<file path="src/rtl/video_pkg.sv">
// Shared video-side types: grant/read-tag encoding and VGA 640x480 timing constants.
package video_pkg;

  typedef enum logic [1:0] {
    G_NONE = 2'd0,
    G_VID  = 2'd1,
    G_CPU  = 2'd2
  } grant_t;

  // 640x480 @ 60 Hz, 25 MHz pixel clock; the timing generator derives vid_window from these.
  localparam int H_VISIBLE = 640;
  localparam int H_FRONT   = 16;
  localparam int H_SYNC    = 96;
  localparam int H_BACK    = 48;
  localparam int H_TOTAL   = H_VISIBLE + H_FRONT + H_SYNC + H_BACK;
  localparam int V_VISIBLE = 480;
  localparam int V_FRONT   = 10;
  localparam int V_SYNC    = 2;
  localparam int V_BACK    = 33;
  localparam int V_TOTAL   = V_VISIBLE + V_FRONT + V_SYNC + V_BACK;

endpackage

</file>
<file path="src/rtl/vram_arb_rr.sv">
// Two-way VRAM grant: video wins inside the fetch window, otherwise round-robin on last grant.
module vram_arb_rr
  import video_pkg::*;
(
  input  logic clock,
  input  logic reset_n,
  input  logic vid_window,
  input  logic vid_req,
  input  logic cpu_req,
  output logic vid_gnt,
  output logic cpu_gnt
);

  grant_t last_q;

  // Grants are suppressed while reset is asserted so nothing is acked during reset.
  always_comb begin
    vid_gnt = 1'b0;
    cpu_gnt = 1'b0;
    if (reset_n) begin
      if (vid_req && (vid_window || !cpu_req || last_q == G_CPU))
        vid_gnt = 1'b1;
      else if (cpu_req)
        cpu_gnt = 1'b1;
    end
  end

  always_ff @(posedge clock or negedge reset_n) begin
    if (!reset_n)
      last_q <= G_CPU;
    else if (vid_gnt)
      last_q <= G_VID;
    else if (cpu_gnt)
      last_q <= G_CPU;
  end

endmodule

</file>
<file path="src/rtl/vram_arbiter.sv">
// Single-port VRAM sharing between raster fetch and host port; 1-cycle tagged read return.
module vram_arbiter
  import video_pkg::*;
#(
  parameter int AW      = 17,
  parameter int DW      = 8,
  parameter int MAXWAIT = 63
) (
  input  logic          clock,
  input  logic          reset_n,
  input  logic          vid_window,
  input  logic          vid_req,
  input  logic [AW-1:0] vid_addr,
  output logic          vid_ack,
  output logic          vid_valid,
  output logic [DW-1:0] vid_rdata,
  input  logic          cpu_req,
  input  logic          cpu_we,
  input  logic [AW-1:0] cpu_addr,
  input  logic [DW-1:0] cpu_wdata,
  output logic          cpu_ack,
  output logic          cpu_valid,
  output logic [DW-1:0] cpu_rdata,
  output logic          cpu_starved,
  output logic [AW-1:0] mem_addr,
  output logic          mem_we,
  output logic [DW-1:0] mem_wdata,
  input  logic [DW-1:0] mem_rdata
);

  localparam int CW = $clog2(MAXWAIT + 1);
  localparam logic [CW-1:0] CNT_MAX = CW'(MAXWAIT);

  logic          vid_gnt, cpu_gnt;
  logic [AW-1:0] addr_q;
  logic [DW-1:0] wdata_q;
  logic [DW-1:0] vid_rdata_q, cpu_rdata_q;
  grant_t        tag_q;
  logic [CW-1:0] wait_q, wait_next;

  vram_arb_rr u_rr (
    .clock      (clock),
    .reset_n    (reset_n),
    .vid_window (vid_window),
    .vid_req    (vid_req),
    .cpu_req    (cpu_req),
    .vid_gnt    (vid_gnt),
    .cpu_gnt    (cpu_gnt)
  );

  assign vid_ack = vid_gnt;
  assign cpu_ack = cpu_gnt;
  assign mem_we  = cpu_gnt & cpu_we;

  // Address and write data hold their last issued value on idle cycles.
  always_comb begin
    mem_addr = addr_q;
    if (vid_gnt)
      mem_addr = vid_addr;
    else if (cpu_gnt)
      mem_addr = cpu_addr;
  end

  assign mem_wdata = cpu_gnt ? cpu_wdata : wdata_q;

  // In the return cycle the RAM output is passed straight through, then held.
  assign vid_valid = (tag_q == G_VID);
  assign cpu_valid = (tag_q == G_CPU);
  assign vid_rdata = vid_valid ? mem_rdata : vid_rdata_q;
  assign cpu_rdata = cpu_valid ? mem_rdata : cpu_rdata_q;

  always_comb begin
    wait_next = wait_q;
    if (cpu_gnt)
      wait_next = '0;
    else if (cpu_req && wait_q != CNT_MAX)
      wait_next = wait_q + 1'b1;
  end

  always_ff @(posedge clock or negedge reset_n) begin
    if (!reset_n) begin
      addr_q      <= '0;
      wdata_q     <= '0;
      tag_q       <= G_NONE;
      vid_rdata_q <= '0;
      cpu_rdata_q <= '0;
      wait_q      <= '0;
      cpu_starved <= 1'b0;
    end else begin
      addr_q  <= mem_addr;
      wdata_q <= mem_wdata;
      if (vid_gnt)
        tag_q <= G_VID;
      else if (cpu_gnt && !cpu_we)
        tag_q <= G_CPU;
      else
        tag_q <= G_NONE;
      if (vid_valid)
        vid_rdata_q <= mem_rdata;
      if (cpu_valid)
        cpu_rdata_q <= mem_rdata;
      wait_q <= wait_next;
      if (wait_next == CNT_MAX)
        cpu_starved <= 1'b1;
    end
  end

endmodule

</file>
<file path="config.mk">
export PLATFORM = sky130hd
export DESIGN_NAME = vram_arbiter
export DESIGN_NICKNAME = d
export VERILOG_FILES = /design/src/rtl/video_pkg.sv /design/src/rtl/vram_arb_rr.sv /design/src/rtl/vram_arbiter.sv
export SDC_FILE = /design/constraint.sdc
export NUM_CORES = 1
export LEC_CHECK = 0
export CAP_MARGIN = 20
export CORE_ASPECT_RATIO = 1.2
export CORE_UTILIZATION = 40
export CTS_BUF_LIST = sky130_fd_sc_hd__clkbuf_2 sky130_fd_sc_hd__clkbuf_4 sky130_fd_sc_hd__clkbuf_8
export CTS_CLUSTER_DIAMETER = 200
export CTS_CLUSTER_SIZE = 40
export DETAILED_ROUTE_END_ITERATION = 7
export PLACE_DENSITY_LB_ADDON = 0.2
export SETUP_SLACK_MARGIN = 0.02
export SYNTH_ARGS = -nofsm -noshare
export SYNTH_HDL_FRONTEND = slang
export SYNTH_SLANG_ARGS = --single-unit
</file>
<file path="constraint.sdc">
create_clock -name clock -period 2.06 [get_ports clock]
set_input_delay 0.309 -clock clock [delete_from_list [all_inputs] [get_ports clock]]
set_output_delay 0.309 -clock clock [all_outputs]
set_load 0.01 [all_outputs]
</file>
==> results.yml <==
synthesis:
  synth_edf_count: 0
  synth_fa_ha_area_share_pct: 0.5659
  synth_warnings: 0
  yosys.area.top_type: "dfrtp_1"
  yosys-top-cells-count: "dfrtp_1, mux2_2, a221o_1"
  synth_cell_types: 33
  synth_compound_area_share_pct: 13.24
  ys_seq_area_share_pct: 58.91
  avgSynthCellArea_sq_um: 13.24
  synth_flop_cell: "dfrtp_1"
  synthArstFlopShare_pct: 100.0
  syn_inst: 167
  ys_seq_elements: 52
  synth.most_common_cell: "dfrtp_1"
  syn_area_sq_mm: 0.002211
  synthMuxAreaShare_pct: 13.19
  synth.top_cell.area_share_pct: 57.72
  synth-simple-area-share_pct: 10.64
  synth_top_family_by_area: "compound AO/OA/AOI/OAI gates"
  synth_nets: 224
  synth_xor_area_share_pct: 0.3962
  netlist_top_cells_area: "dfrtp_1, mux2_2, a221o_1"
floorplanning:
  die_area_sq_mm: 0.005830
  core_area_sq_mm: 0.005298
  num_io_pins: 103
  dieHeight_um: 83.44
  die_width_um: 69.87
  initial_core_util_pct: 41.73
  rows: 29
detailed_routing:
  drtIter0Drc: 130
  drtPass1Iterations: 4
  via_count: 1914
  final_antenna_net_count: 0
  drc: 0
  vias_per_cell: 5.090
  wire_per_inst_um: 15.97
  wl_mm: 6.004
grt:
  grt_pass1_vias: 2079
  grt-busiest-layer: "met2"
  grt_max_degree: 47
  grt_pass1_wl_mm: 9.846
  grt_antenna_before_repair: 0
  globalRouteMet2Util_pct: 37.24
  grt_overflow_total: 0
  use_met1_pct: 25.36
  grt_use_met3_pct: 5.583
  grt_usage_pct: 21.41
worst_setup_path:
  required_ns: 1.75
  cp_max_fo: 6
  criticalPathCategory: "register to output pin"
  cp-start-kind: "register"
  endpoint_kind: "output pin"
  cp.arrival_ns: 1.86
sta:
  period_minus_slack_ns: 2.170
  setup_ws_ns: -0.1103
  clock.fmax_mhz: 460.8
  period_share_pct: 105.4
  grt_setup_unrepaired: "yes"
  final_max_slew_viol_count: 0
  setup_viol: 25
  fin_skew_ns: 0.005908
  whs_ns: 0.1490
  finalHoldViolations: 0
  tightestPinTransition_ns: 0.5856
  slew_headroom_pct: 60.96
pwr:
  ir_drop_uv: 598.9
  switchingPower_mw: 0.8436
  clock_power_share_pct: 23.3
  power.density_mw_per_mm2: 793.6
  p_sw_share_pct: 28.02
  sequentialPowerShare_pct: 43.2
  comb_power_share_pct: 33.5
  p_leak_nw: 1.751
  intPower_mw: 2.167
place:
  dpl.hpwl_mm: 3.878
  port_buffers: 102
  gp_congestion: 0.7677
  pre_cts_ws_ns: -0.5168
clock_network:
  cts_tree: "yes"
  worstSkewPairLatency_ns: 0.31
  cts_root_buf: "clkbuf_8"
  numClockSinks: 52
  cts_buffers: 5
  cts.reportedPaths.clkPinSlew_ns: 0.09
  h-tree-depth: 2
  cts_buffer_depth: 2
run_status:
  violations: "setup timing"
  status: "finished with violations"
job:
  cap_violations: 0
hold_path:
  hold_path.class: "input port to asynchronous set/reset pin"
final_layout:
  areaGrowthSynthToFinish_pct: 71.59
  antennaDiodeCount: 0
  drive_above_1_share_pct: 36.94
  finalNetCount: 370
  fill_cells: 394
==> flip-flops by register name, summed over array words and instances (netlist names) <==
register / cells
addr_q: 17
cpu_rdata_q: 8
cpu_starved: 1
tag_q: 2
u_rr.last_q: 2
vid_rdata_q: 8
wait_q: 6
wdata_q: 8
==> per-stage QoR <==
step	instance area, sq um	util, %	setup TNS (ns)	power [mW]	cells
finish	3794	71.61	-2.132	3.011	376
global route	3794	71.61	-3.509	3.183	376
CTS	3736	70.52	-2.227	3.000	370
detailed placement	3381	63.82	-11.95	2.278	338
global placement	3381	63.82	-11.68	2.256	338
floorplan	2211	-	0	1.728	167
==> worst max-delay path, cell delays in order, from the launching register on <==
cell and delay [ns]:
dfstp_2 0.54, a21o_1 0.15, a21oi_4 0.10, buf_12 0.14, buf_16 0.13, a221o_1 0.34
buf_2 0.15
==> cell families (layout without fill, tap and decap cells) <==
family                     Yosys count  in the layout
and+or+nand+nor                     42             43
DFF                                 52             52
AOI/OAI and AO/OA                   33             33
xor gates and xnor gates             1              1
muxes                               26             26
buffers and inverters               12            158
adders and majority gates            1              1
==> path summary, 6_finish.rpt <==
path,to,slack (ns),cells past startpoint,startpoint
hold / removal,u_rr.last_q[1]$_DFFE_PN1P_,0.15,2,reset_n
setup reg to reg,cpu_starved$_DFFE_PN0N_,0.23,5,wait_q[0]$_DFF_PN0_
hold reg to reg,cpu_starved$_DFFE_PN0N_,0.48,2,cpu_starved$_DFFE_PN0N_
min in group clock,u_rr.last_q[0]$_DFFE_PN0P_,0.43,3,reset_n
setup / recovery,mem_addr[1],-0.11,6,u_rr.last_q[1]$_DFFE_PN1P_
max in group asynchronous,wdata_q[1]$_DFF_PN0_,1.39,3,reset_n
==> power groups by stage <==
stage	sequential, mW	combinational, mW	clock, mW
floorplan	1.29	0.435	0
global placement	1.31	0.944	0
detailed placement	1.32	0.959	0
CTS	1.30	0.985	0.715
global route	1.33	1.09	0.764
finish	1.30	1.01	0.701
==> cell type report <==
type	instances	area (sq um)	area share [%]
clock buffer	5	68.82	1.814
clock inverter	3	42.54	1.121
inverter	3	11.26	0.2968
multi-input combinational	104	905.9	23.88
sequential	52	1303	34.33
tap	62	77.57	2.045
timing repair buffer	147	1385	36.51
==> per-layer routing <==
| layer | vias up | wire length [um] |
|---|---|---|
| li1 | 903 | - |
| met4 | 0 | 132 |
| met3 | 13 | 318 |
| met5 | - | 0 |
| met2 | 70 | 3156 |
| met1 | 928 | 2396 |
==> cell usage in the layout (no fill, tap or decap), types with 6 or more instances in the layout <==
cell type        instances
buf_6                   15
and2_1                   9
mux2_4                   8
mux2_2                  17
clkdlybuf4s50_1         54
buf_2                   18
dfrtp_1                 51
a221o_1                 17
dlygate4sd2_1           20
buf_4                   30
nand2_1                  6
and2_0                   9
==> what timing repair did <==
item / in CTS / in global routing
hold buffers: 1 / 0
setup buffers: 19 / 5
pin swaps: 18 / 3
endpoints found under the hold margin: 5 / 0
cloned: 4 / 1
gates resized for setup: 152 / 10
endpoints found under the setup margin: 44 / 28
Power figures use the tool's default switching activity.
